===== config.mk =====
export PLATFORM = sky130hd
export DESIGN_NAME = multicycle_control_unit
export DESIGN_NICKNAME = d
export VERILOG_FILES = /design/src/rtl/multicycle_control_unit_pkg.sv /design/src/rtl/multicycle_control_unit_alu_decoder.sv /design/src/rtl/multicycle_control_unit.sv
export SDC_FILE = /design/constraint.sdc
export NUM_CORES = 1
export LEC_CHECK = 0
export CAP_MARGIN = 20
export CELL_PAD_IN_SITES_DETAIL_PLACEMENT = 1
export CELL_PAD_IN_SITES_GLOBAL_PLACEMENT = 2
export CORE_MARGIN = 10
export CORE_UTILIZATION = 19
export CTS_CLUSTER_DIAMETER = 120
export CTS_CLUSTER_SIZE = 28
export DETAILED_ROUTE_END_ITERATION = 8
export PLACE_DENSITY_LB_ADDON = 0.1
export REMOVE_ABC_BUFFERS = 1
export SYNTH_ARGS = -nofsm -noshare
export SYNTH_HDL_FRONTEND = slang
export SYNTH_SLANG_ARGS = --single-unit

===== constraint.sdc =====
create_clock -name clk -period 1.7 [get_ports clk]
set_input_delay 0.17 -clock clk [delete_from_list [all_inputs] [get_ports clk]]
set_output_delay 0.17 -clock clk [all_outputs]
set_load 0.03 [all_outputs]

===== src/rtl/multicycle_control_unit_pkg.sv =====
// Shared encodings for the multicycle MIPS control path: FSM states, opcode and
// funct values, ALU control codes and ALU operand-B selects.
package multicycle_control_unit_pkg;

  typedef enum logic [3:0] {
    S_FETCH    = 4'd0,
    S_DECODE   = 4'd1,
    S_MEMADR   = 4'd2,
    S_MEMREAD  = 4'd3,
    S_MEMWB    = 4'd4,
    S_MEMWRITE = 4'd5,
    S_EXECUTE  = 4'd6,
    S_ALUWB    = 4'd7,
    S_ADDIEXEC = 4'd8,
    S_ADDIWB   = 4'd9,
    S_BRANCH   = 4'd10
  } state_e;

  localparam logic [5:0] OP_RTYPE = 6'h00;
  localparam logic [5:0] OP_LW    = 6'h23;
  localparam logic [5:0] OP_SW    = 6'h2B;
  localparam logic [5:0] OP_ADDI  = 6'h08;
  localparam logic [5:0] OP_BEQ   = 6'h04;

  localparam logic [5:0] FN_ADD = 6'h20;
  localparam logic [5:0] FN_SUB = 6'h22;
  localparam logic [5:0] FN_AND = 6'h24;
  localparam logic [5:0] FN_OR  = 6'h25;
  localparam logic [5:0] FN_NOR = 6'h27;
  localparam logic [5:0] FN_SLT = 6'h2A;

  localparam logic [3:0] ALU_AND = 4'b0000;
  localparam logic [3:0] ALU_OR  = 4'b0001;
  localparam logic [3:0] ALU_NOR = 4'b0010;
  localparam logic [3:0] ALU_ADD = 4'b0100;
  localparam logic [3:0] ALU_SUB = 4'b0101;
  localparam logic [3:0] ALU_SLT = 4'b0111;

  localparam logic [1:0] SRCB_REG   = 2'b00;
  localparam logic [1:0] SRCB_FOUR  = 2'b01;
  localparam logic [1:0] SRCB_IMM   = 2'b10;
  localparam logic [1:0] SRCB_IMMSH = 2'b11;

endpackage


===== src/rtl/multicycle_control_unit_alu_decoder.sv =====
// R-type funct decoder: maps Funct to an ALU control code and flags unsupported
// funct values (which fall back to ADD).
module alu_decoder
  import multicycle_control_unit_pkg::*;
(
  input  logic [5:0] funct_i,
  output logic [3:0] alu_control_o,
  output logic       illegal_o
);

  always_comb begin
    alu_control_o = ALU_ADD;
    illegal_o     = 1'b0;
    case (funct_i)
      FN_AND:  alu_control_o = ALU_AND;
      FN_OR:   alu_control_o = ALU_OR;
      FN_NOR:  alu_control_o = ALU_NOR;
      FN_ADD:  alu_control_o = ALU_ADD;
      FN_SUB:  alu_control_o = ALU_SUB;
      FN_SLT:  alu_control_o = ALU_SLT;
      default: illegal_o     = 1'b1;
    endcase
  end

endmodule


===== src/rtl/multicycle_control_unit.sv =====
// Multicycle MIPS control unit: Moore FSM sequencing fetch/decode/execute/
// writeback, with combinational PCWrite in BRANCH and Funct-driven ALU op in EXECUTE.
module multicycle_control_unit
  import multicycle_control_unit_pkg::*;
#(
  parameter int DATA_WIDTH = 32
)
(
  input  logic       clk,
  input  logic       reset,
  input  logic [5:0] OP,
  input  logic [5:0] Funct,
  input  logic       Zero,
  output logic       initial_sel,
  output logic       PCWrite,
  output logic       IorD,
  output logic       MemWrite,
  output logic       IRWrite,
  output logic       RegDst,
  output logic       MemtoReg,
  output logic       RegWrite,
  output logic       ALUSrcA,
  output logic       PCSrc,
  output logic [1:0] ALUSrcB,
  output logic [3:0] ALUControl,
  output logic       illegal_o
);

  state_e     state_q, state_d;
  logic       initial_sel_q;
  logic [3:0] dec_alu;
  logic       dec_illegal;
  logic       pcwrite_s, memwrite_s, irwrite_s, regwrite_s, illegal_s;

  // DATA_WIDTH only documents the datapath width; this guard keeps it referenced.
  if (DATA_WIDTH > 0) begin : g_dec
    alu_decoder u_alu_decoder (
      .funct_i      (Funct),
      .alu_control_o(dec_alu),
      .illegal_o    (dec_illegal)
    );
  end else begin : g_nodec
    assign dec_alu     = ALU_ADD;
    assign dec_illegal = 1'b1;
  end

  always_ff @(posedge clk) begin
    if (reset) begin
      state_q       <= S_FETCH;
      initial_sel_q <= 1'b0;
    end else begin
      state_q <= state_d;
      if (state_q == S_FETCH) initial_sel_q <= 1'b1;
    end
  end

  always_comb begin
    state_d    = state_q;
    pcwrite_s  = 1'b0;
    memwrite_s = 1'b0;
    irwrite_s  = 1'b0;
    regwrite_s = 1'b0;
    illegal_s  = 1'b0;
    IorD       = 1'b0;
    RegDst     = 1'b0;
    MemtoReg   = 1'b0;
    ALUSrcA    = 1'b0;
    PCSrc      = 1'b0;
    ALUSrcB    = SRCB_REG;
    ALUControl = ALU_AND;
    case (state_q)
      S_FETCH: begin
        irwrite_s  = 1'b1;
        pcwrite_s  = 1'b1;
        ALUSrcB    = SRCB_FOUR;
        ALUControl = ALU_ADD;
        state_d    = S_DECODE;
      end
      S_DECODE: begin
        // Branch target is computed speculatively into ALUOut here.
        ALUSrcB    = SRCB_IMMSH;
        ALUControl = ALU_ADD;
        case (OP)
          OP_LW, OP_SW: state_d = S_MEMADR;
          OP_RTYPE:     state_d = S_EXECUTE;
          OP_ADDI:      state_d = S_ADDIEXEC;
          OP_BEQ:       state_d = S_BRANCH;
          default: begin
            state_d   = S_FETCH;
            illegal_s = 1'b1;
          end
        endcase
      end
      S_MEMADR: begin
        ALUSrcA    = 1'b1;
        ALUSrcB    = SRCB_IMM;
        ALUControl = ALU_ADD;
        state_d    = (OP == OP_LW) ? S_MEMREAD : S_MEMWRITE;
      end
      S_MEMREAD: begin
        IorD    = 1'b1;
        state_d = S_MEMWB;
      end
      S_MEMWB: begin
        MemtoReg   = 1'b1;
        regwrite_s = 1'b1;
        state_d    = S_FETCH;
      end
      S_MEMWRITE: begin
        IorD       = 1'b1;
        memwrite_s = 1'b1;
        state_d    = S_FETCH;
      end
      S_EXECUTE: begin
        ALUSrcA    = 1'b1;
        ALUControl = dec_alu;
        illegal_s  = dec_illegal;
        state_d    = dec_illegal ? S_FETCH : S_ALUWB;
      end
      S_ALUWB: begin
        RegDst     = 1'b1;
        regwrite_s = 1'b1;
        state_d    = S_FETCH;
      end
      S_ADDIEXEC: begin
        ALUSrcA    = 1'b1;
        ALUSrcB    = SRCB_IMM;
        ALUControl = ALU_ADD;
        state_d    = S_ADDIWB;
      end
      S_ADDIWB: begin
        regwrite_s = 1'b1;
        state_d    = S_FETCH;
      end
      S_BRANCH: begin
        ALUSrcA    = 1'b1;
        ALUControl = ALU_SUB;
        PCSrc      = 1'b1;
        pcwrite_s  = Zero;
        state_d    = S_FETCH;
      end
      default: state_d = S_FETCH;
    endcase
  end

  // Write strobes are suppressed for as long as reset is held.
  assign PCWrite     = pcwrite_s  & ~reset;
  assign MemWrite    = memwrite_s & ~reset;
  assign IRWrite     = irwrite_s  & ~reset;
  assign RegWrite    = regwrite_s & ~reset;
  assign illegal_o   = illegal_s  & ~reset;
  assign initial_sel = initial_sel_q;

endmodule


Yosys cells after proc, flatten, opt, wreduce, memory -nomap -nowiden
Index checks and enable logic that the tools add are counted.
{ "totals": {"ff_bits": 5, "in_bits": 15, "out_inout_bits": 17, "elab_cells": 57} }
{ "classes": {"eq_ne": 20, "muxes": 19, "bitwise": 6, "n_reduce_logical": 10} }
{ "ops": {"columns": ["op", "count"], "rows": [
  ["6-bit == test, second input constant", 8],
  ["4-bit one-hot mux with 6 select lines", 1],
  ["4-bit by 3-bit == test with 1-bit output, second input constant", 4],
  ["4-bit one-hot mux with 4 select lines", 1],
  ["3-bit one-hot mux with 5 select lines", 1],
  ["4-bit == test, second input constant", 3],
  ["4-bit one-hot mux with 3 select lines", 1],
  ["1-bit two-way mux", 10],
  ["4-bit by 2-bit == test with 1-bit output, second input constant", 2],
  ["4-bit OR reduction", 2],
  ["6-bit by 3-bit == test with 1-bit output, second input constant", 1],
  ["6-bit by 4-bit == test with 1-bit output, second input constant", 1],
  ["6-bit logical NOT", 1],
  ["3-bit two-way mux", 2],
  ["2-bit one-hot mux with 3 select lines", 1],
  ["2-bit OR reduction", 3],
  ["6-bit OR reduction", 1],
  ["1-bit bitwise AND", 5],
  ["5-bit OR reduction", 1],
  ["4-bit by 1-bit == test with 1-bit output, second input constant", 1],
  ["4-bit logical NOT", 1],
  ["1-bit one-hot mux with 2 select lines", 2],
  ["3-bit OR reduction", 1],
  ["1-bit NOT", 1]
]} }

Depth between registers and ports, before layout
{ "depth": {"ltp_word": 5, "mapped_depth": 5, "ltp_nobuf": 4} }

Modules after synthesis
Synthesis repeated with hierarchy kept, for this count alone.
{ "hier_totals": {"hier_cells": 84, "hier_area_um2": 708.2} }
{ "by_module_without_submodules": {"columns": ["module", "n_inst", "cells_each", "area_each_um2", "seq_area_each_um2"], "rows": [
  ["multicycle_control_unit", 1, 70, 596.8, 100.1],
  ["alu_decoder", 1, 14, 111.4, 0.0]
]} }

Worst setup path after synthesis
OpenSTA, ideal clock, no wires.
{ "synth_path": {"path_type": "flip-flop to output port", "start": "register state_q[1]", "end": "output PCWrite", "arrival_time_ps": 2212, "required_ps": 1530, "setup_slack_ps": -682, "stages_incl_launch_ff": 4, "path_buffers": 0, "cell_sequence": "dfxtp_1 -> clkinv_1 -> nor4b_1 -> a31o_2"} }
{ "synth_via": {"elab_chain_len": 3, "elab_cells_between_ends": 4, "classes_between": "1 x eq/ne; 1 x mux; 1 x bitwise; 1 x reduce/logical"} }
{ "synth_rtl": {"columns": ["item", "line_no", "text"], "rows": [
  ["start, declared", "multicycle_control_unit.sv:29", "state_e state_q, state_d;"],
  ["start signal, assigned", "multicycle_control_unit.sv:52", "state_q <= state_d;"],
  ["4-bit == test or 4-bit logical NOT (tied branches)", "multicycle_control_unit.sv:71", "case (state_q)"],
  ["1-bit one-hot mux with 2 select lines (*)", "multicycle_control_unit.sv:71", null],
  ["1-bit bitwise AND (*)", "multicycle_control_unit.sv:147", "assign PCWrite = pcwrite_s & ~reset;"],
  ["end, declared", "multicycle_control_unit.sv:15", "output logic PCWrite,"]
]} }
Every way passes the cells marked *; elsewhere a longest branch is shown, timed or not.

Worst setup path in the final report
{ "layout_path": {"start": "input OP[3]", "end": "register state_q[2]"} }
{ "layout_via": {"elab_chain_len": 4, "elab_cells_between_ends": 9, "classes_between": "4 x eq/ne; 3 x mux; 2 x reduce/logical"} }
{ "layout_rtl": {"columns": ["item", "line_no", "text"], "rows": [
  ["start, declared", "multicycle_control_unit.sv:11", "input logic [5:0] OP,"],
  ["6-bit == test (on tied branches)", "multicycle_control_unit.sv:83, multicycle_control_unit.sv:98", null],
  ["2-bit OR reduction", null, null],
  ["4-bit one-hot mux with 4 select lines", "multicycle_control_unit.sv:83", "case (OP)"],
  ["4-bit one-hot mux with 6 select lines (*)", "multicycle_control_unit.sv:71", null]
]} }
Marked as above.
A chain may end at the register's enable or synchronous reset.

==> impl_metrics.toml <==
[critical_path]
cp_max_fo = 2
arrival_ns = 1.79
path_cells = "clkdlybuf4s50_1, or4_4, buf_4, nor4b_4, o32ai_1, a211oi_1"
crit_family = "simple AND/OR/NAND/NOR gates"
worstPathRequired_ns = 1.84
crit_path_max_incr_delay_ns = 0.50
crit_type = "input pin to flop"
slowest_stage = "or4_4"
setup.worst_path.start_class = "input pin"
path_buf_inv = 2
crit_path_end_kind = "flop"

[pwr]
ir_worst_vdd_mv = 0.4349
power_leakage_nw = 0.5633
p_per_area_nw_per_um2 = 353.8

[global_route]
grt_usage_pct = 9.150
grt_pass1_wl_um = 4602
antenna_found_initial = 0
grt_max_degree = 21
grt_pass1_vias = 951
grt_overflow_total = 0

[synth]
netlist_instances = 89
synthesis.area_um2 = 626.9
synth.distinct_cells = 43
synth-seq-cells = 5
ys_warn_count = 0
syn_area_per_cell_um2 = 7.043
seq_area_frac_synth_pct = 15.97

[final_layout]
syn_to_final_growth_pct = 112.6
layout-drive-gt1-share_pct = 48.30
fin_util_pct = 42.94
fin_area_um2 = 1333
antennaDiodeCount = 0
nNetsFinal = 163

[routing]
vias = 905
drt-total-wl_um = 2854
vias_per_cell = 4.738
wl_per_cell_um = 14.94
drt-pass1-iter-count = 4
drc = 0
drt-initial-drc-count = 45
ant_nets = 0

[floorplanning]
core_area_um2 = 3103
die_x_um = 77.44
initial_core_util_pct = 20.20
die_area_um2 = 5997
io_pins = 32
core.rowCount = 20
dieHeight_um = 77.44

[placement]
placed_area_um2 = 1137
io_buffers = 30
gp_congestion = 0.7735
hpwlAfterDp_um = 2216

[clock_tree]
cts_buffers = 3
htreeDepth = 1
cts.clk_slew.worst_paths_ns = 0.04
clockBufferDepth = 2
root_buffer = "clkbuf_4"
clk_latency_ns = 0.24
cts_sinks = 5
cts_tree = "built"

[sta]
maxSlewViolCount = 0
rsz0062_at_grt = "true"
whs_ns = 0.4665
period_share_pct = 96.58
skew_ns = 0.001583
fin_setup_tns_ns = 0
timing_hold_violations_final = 0
final.min_clock_period_ns = 1.642
fmax_mhz = 609.1
setup_violations = 0

[flow_run]
max_cap_violations = 0

[run_status]
run_status = "completed"

[hold_path]
holdCritPathClass = "flop to flop"
[logic make-up (layout without fill, tap and decap cells)]
kind of cell | count (synthesis) | in the layout | share of synthesized area (%)
buffers and inverters | 8 | 66 | 5.587
xor gates and xnor gates | 3 | 3 | 4.192
DFF | 5 | 5 | 15.97
and+or+nand+nor | 46 | 46 | 45.71
other | 1 | 1 | 0.5982
AOI/OAI and AO/OA | 26 | 26 | 27.94
[flip-flops by register name, indices dropped and copies added (netlist names)]
register / cells
initial_sel: 1
state_q: 4
[final timing paths]
check / startpoint / to / slack (ns) / cells past startpoint
max: OP[3] / state_q[2] / 0.06 / 6
max reg2reg: state_q[0] / state_q[1] / 0.06 / 4
min reg2reg: initial_sel / initial_sel / 0.47 / 1
min: initial_sel / initial_sel / 0.47 / 1
[power by group]
part           total (mW)  switching (mW)  internal [mW]
registers           0.126         0.00308          0.123
logic               0.209           0.103          0.106
clock network       0.136          0.0478         0.0887
total               0.471           0.153          0.318
[cells in the mapped netlist (all sizes together)]
cell type | count | area [µm²]
nor4 | 1 | 6.260
dfxtp | 5 | 100.1
or4bb | 1 | 11.26
a211oi | 5 | 37.54
conb | 1 | 3.750
and2 | 1 | 6.260
or3 | 2 | 13.77
nor3b | 2 | 15.01
xnor2 | 3 | 26.28
a311o | 1 | 10.01
o31a | 1 | 8.760
clkinv | 1 | 3.750
inv | 1 | 3.750
nor2 | 10 | 37.54
a31oi | 2 | 12.51
a21oi | 5 | 25.02
o22ai | 1 | 6.260
nor4b | 3 | 32.53
nand3b | 2 | 15.01
or4b | 1 | 10.01
or3b | 1 | 8.760
clkbuf | 3 | 11.26
and3 | 1 | 6.260
nand2 | 5 | 18.77
a21o | 3 | 23.77
nand4 | 3 | 18.77
a31o | 1 | 8.760
a2111oi | 1 | 8.760
o21ai | 5 | 25.02
or2 | 1 | 6.260
nand3 | 1 | 5.000
nor2b | 3 | 18.77
nor3 | 3 | 15.01
o32ai | 1 | 8.760
buf | 3 | 16.26
nand4bb | 1 | 11.26
or4 | 1 | 11.26
nand2b | 3 | 18.77
[stage by stage]
stage	std cells	total power [mW]	setup slack (ns)
final	191	0.4715	0.05815
after global routing	191	0.5037	-0.04070
after CTS	193	0.4746	0.01293
after detailed placement	186	0.3190	-0.6140
after global placement	186	0.3149	-0.5528
after floorplan	83	0.2036	-0.9240
[cell usage in the layout (no fill, tap or decap), types with 2 or more instances in the layout]
master	synthesis	routed
dlymetal6s2s_1	0	2
dlygate4sd2_1	0	6
o21ai_1	0	2
dfxtp_2	0	3
nand2_1	5	5
xnor2_1	3	3
or3_4	0	2
nand3b_1	2	2
buf_4	1	34
nor4b_4	0	3
buf_6	0	10
a31oi_1	2	2
nor2_1	10	9
o21ai_0	5	2
a21o_1	2	2
nor3b_1	2	2
a211oi_1	5	5
dfxtp_1	5	2
clkdlybuf4s50_1	0	7
nand2b_4	0	2
nor3_1	3	3
nand4_1	3	3
nor2b_2	0	2
clkbuf_4	0	3
a21oi_1	5	4
[timing repair]
item                                    CTS  global route
resized for setup                        37            16
endpoints found under the setup margin   10            10
hold buffers                              0             0
pin swaps                                 6             9
setup buffers                             5             0
[routing by layer]
| metal | track usage [%] | part of all wire, % | wire [µm] |
|---|---|---|---|
| met5 | 0 | 0 | 0 |
| met4 | 1.277 | 1.0 | 29 |
| met3 | 3.111 | 3.3 | 95 |
| met2 | 15.38 | 48 | 1378 |
| met1 | 11.23 | 47 | 1350 |
[final cells by class]
type	count	area (µm²)
sequential	5	103.9
clock buffer	4	26.28
timing repair buffer	60	535.5
multi-input combinational	76	601.8
tap	44	55.05
inverter	2	10.01
fill	398	1770
No activity file was read; power rests on OpenSTA's default activity.
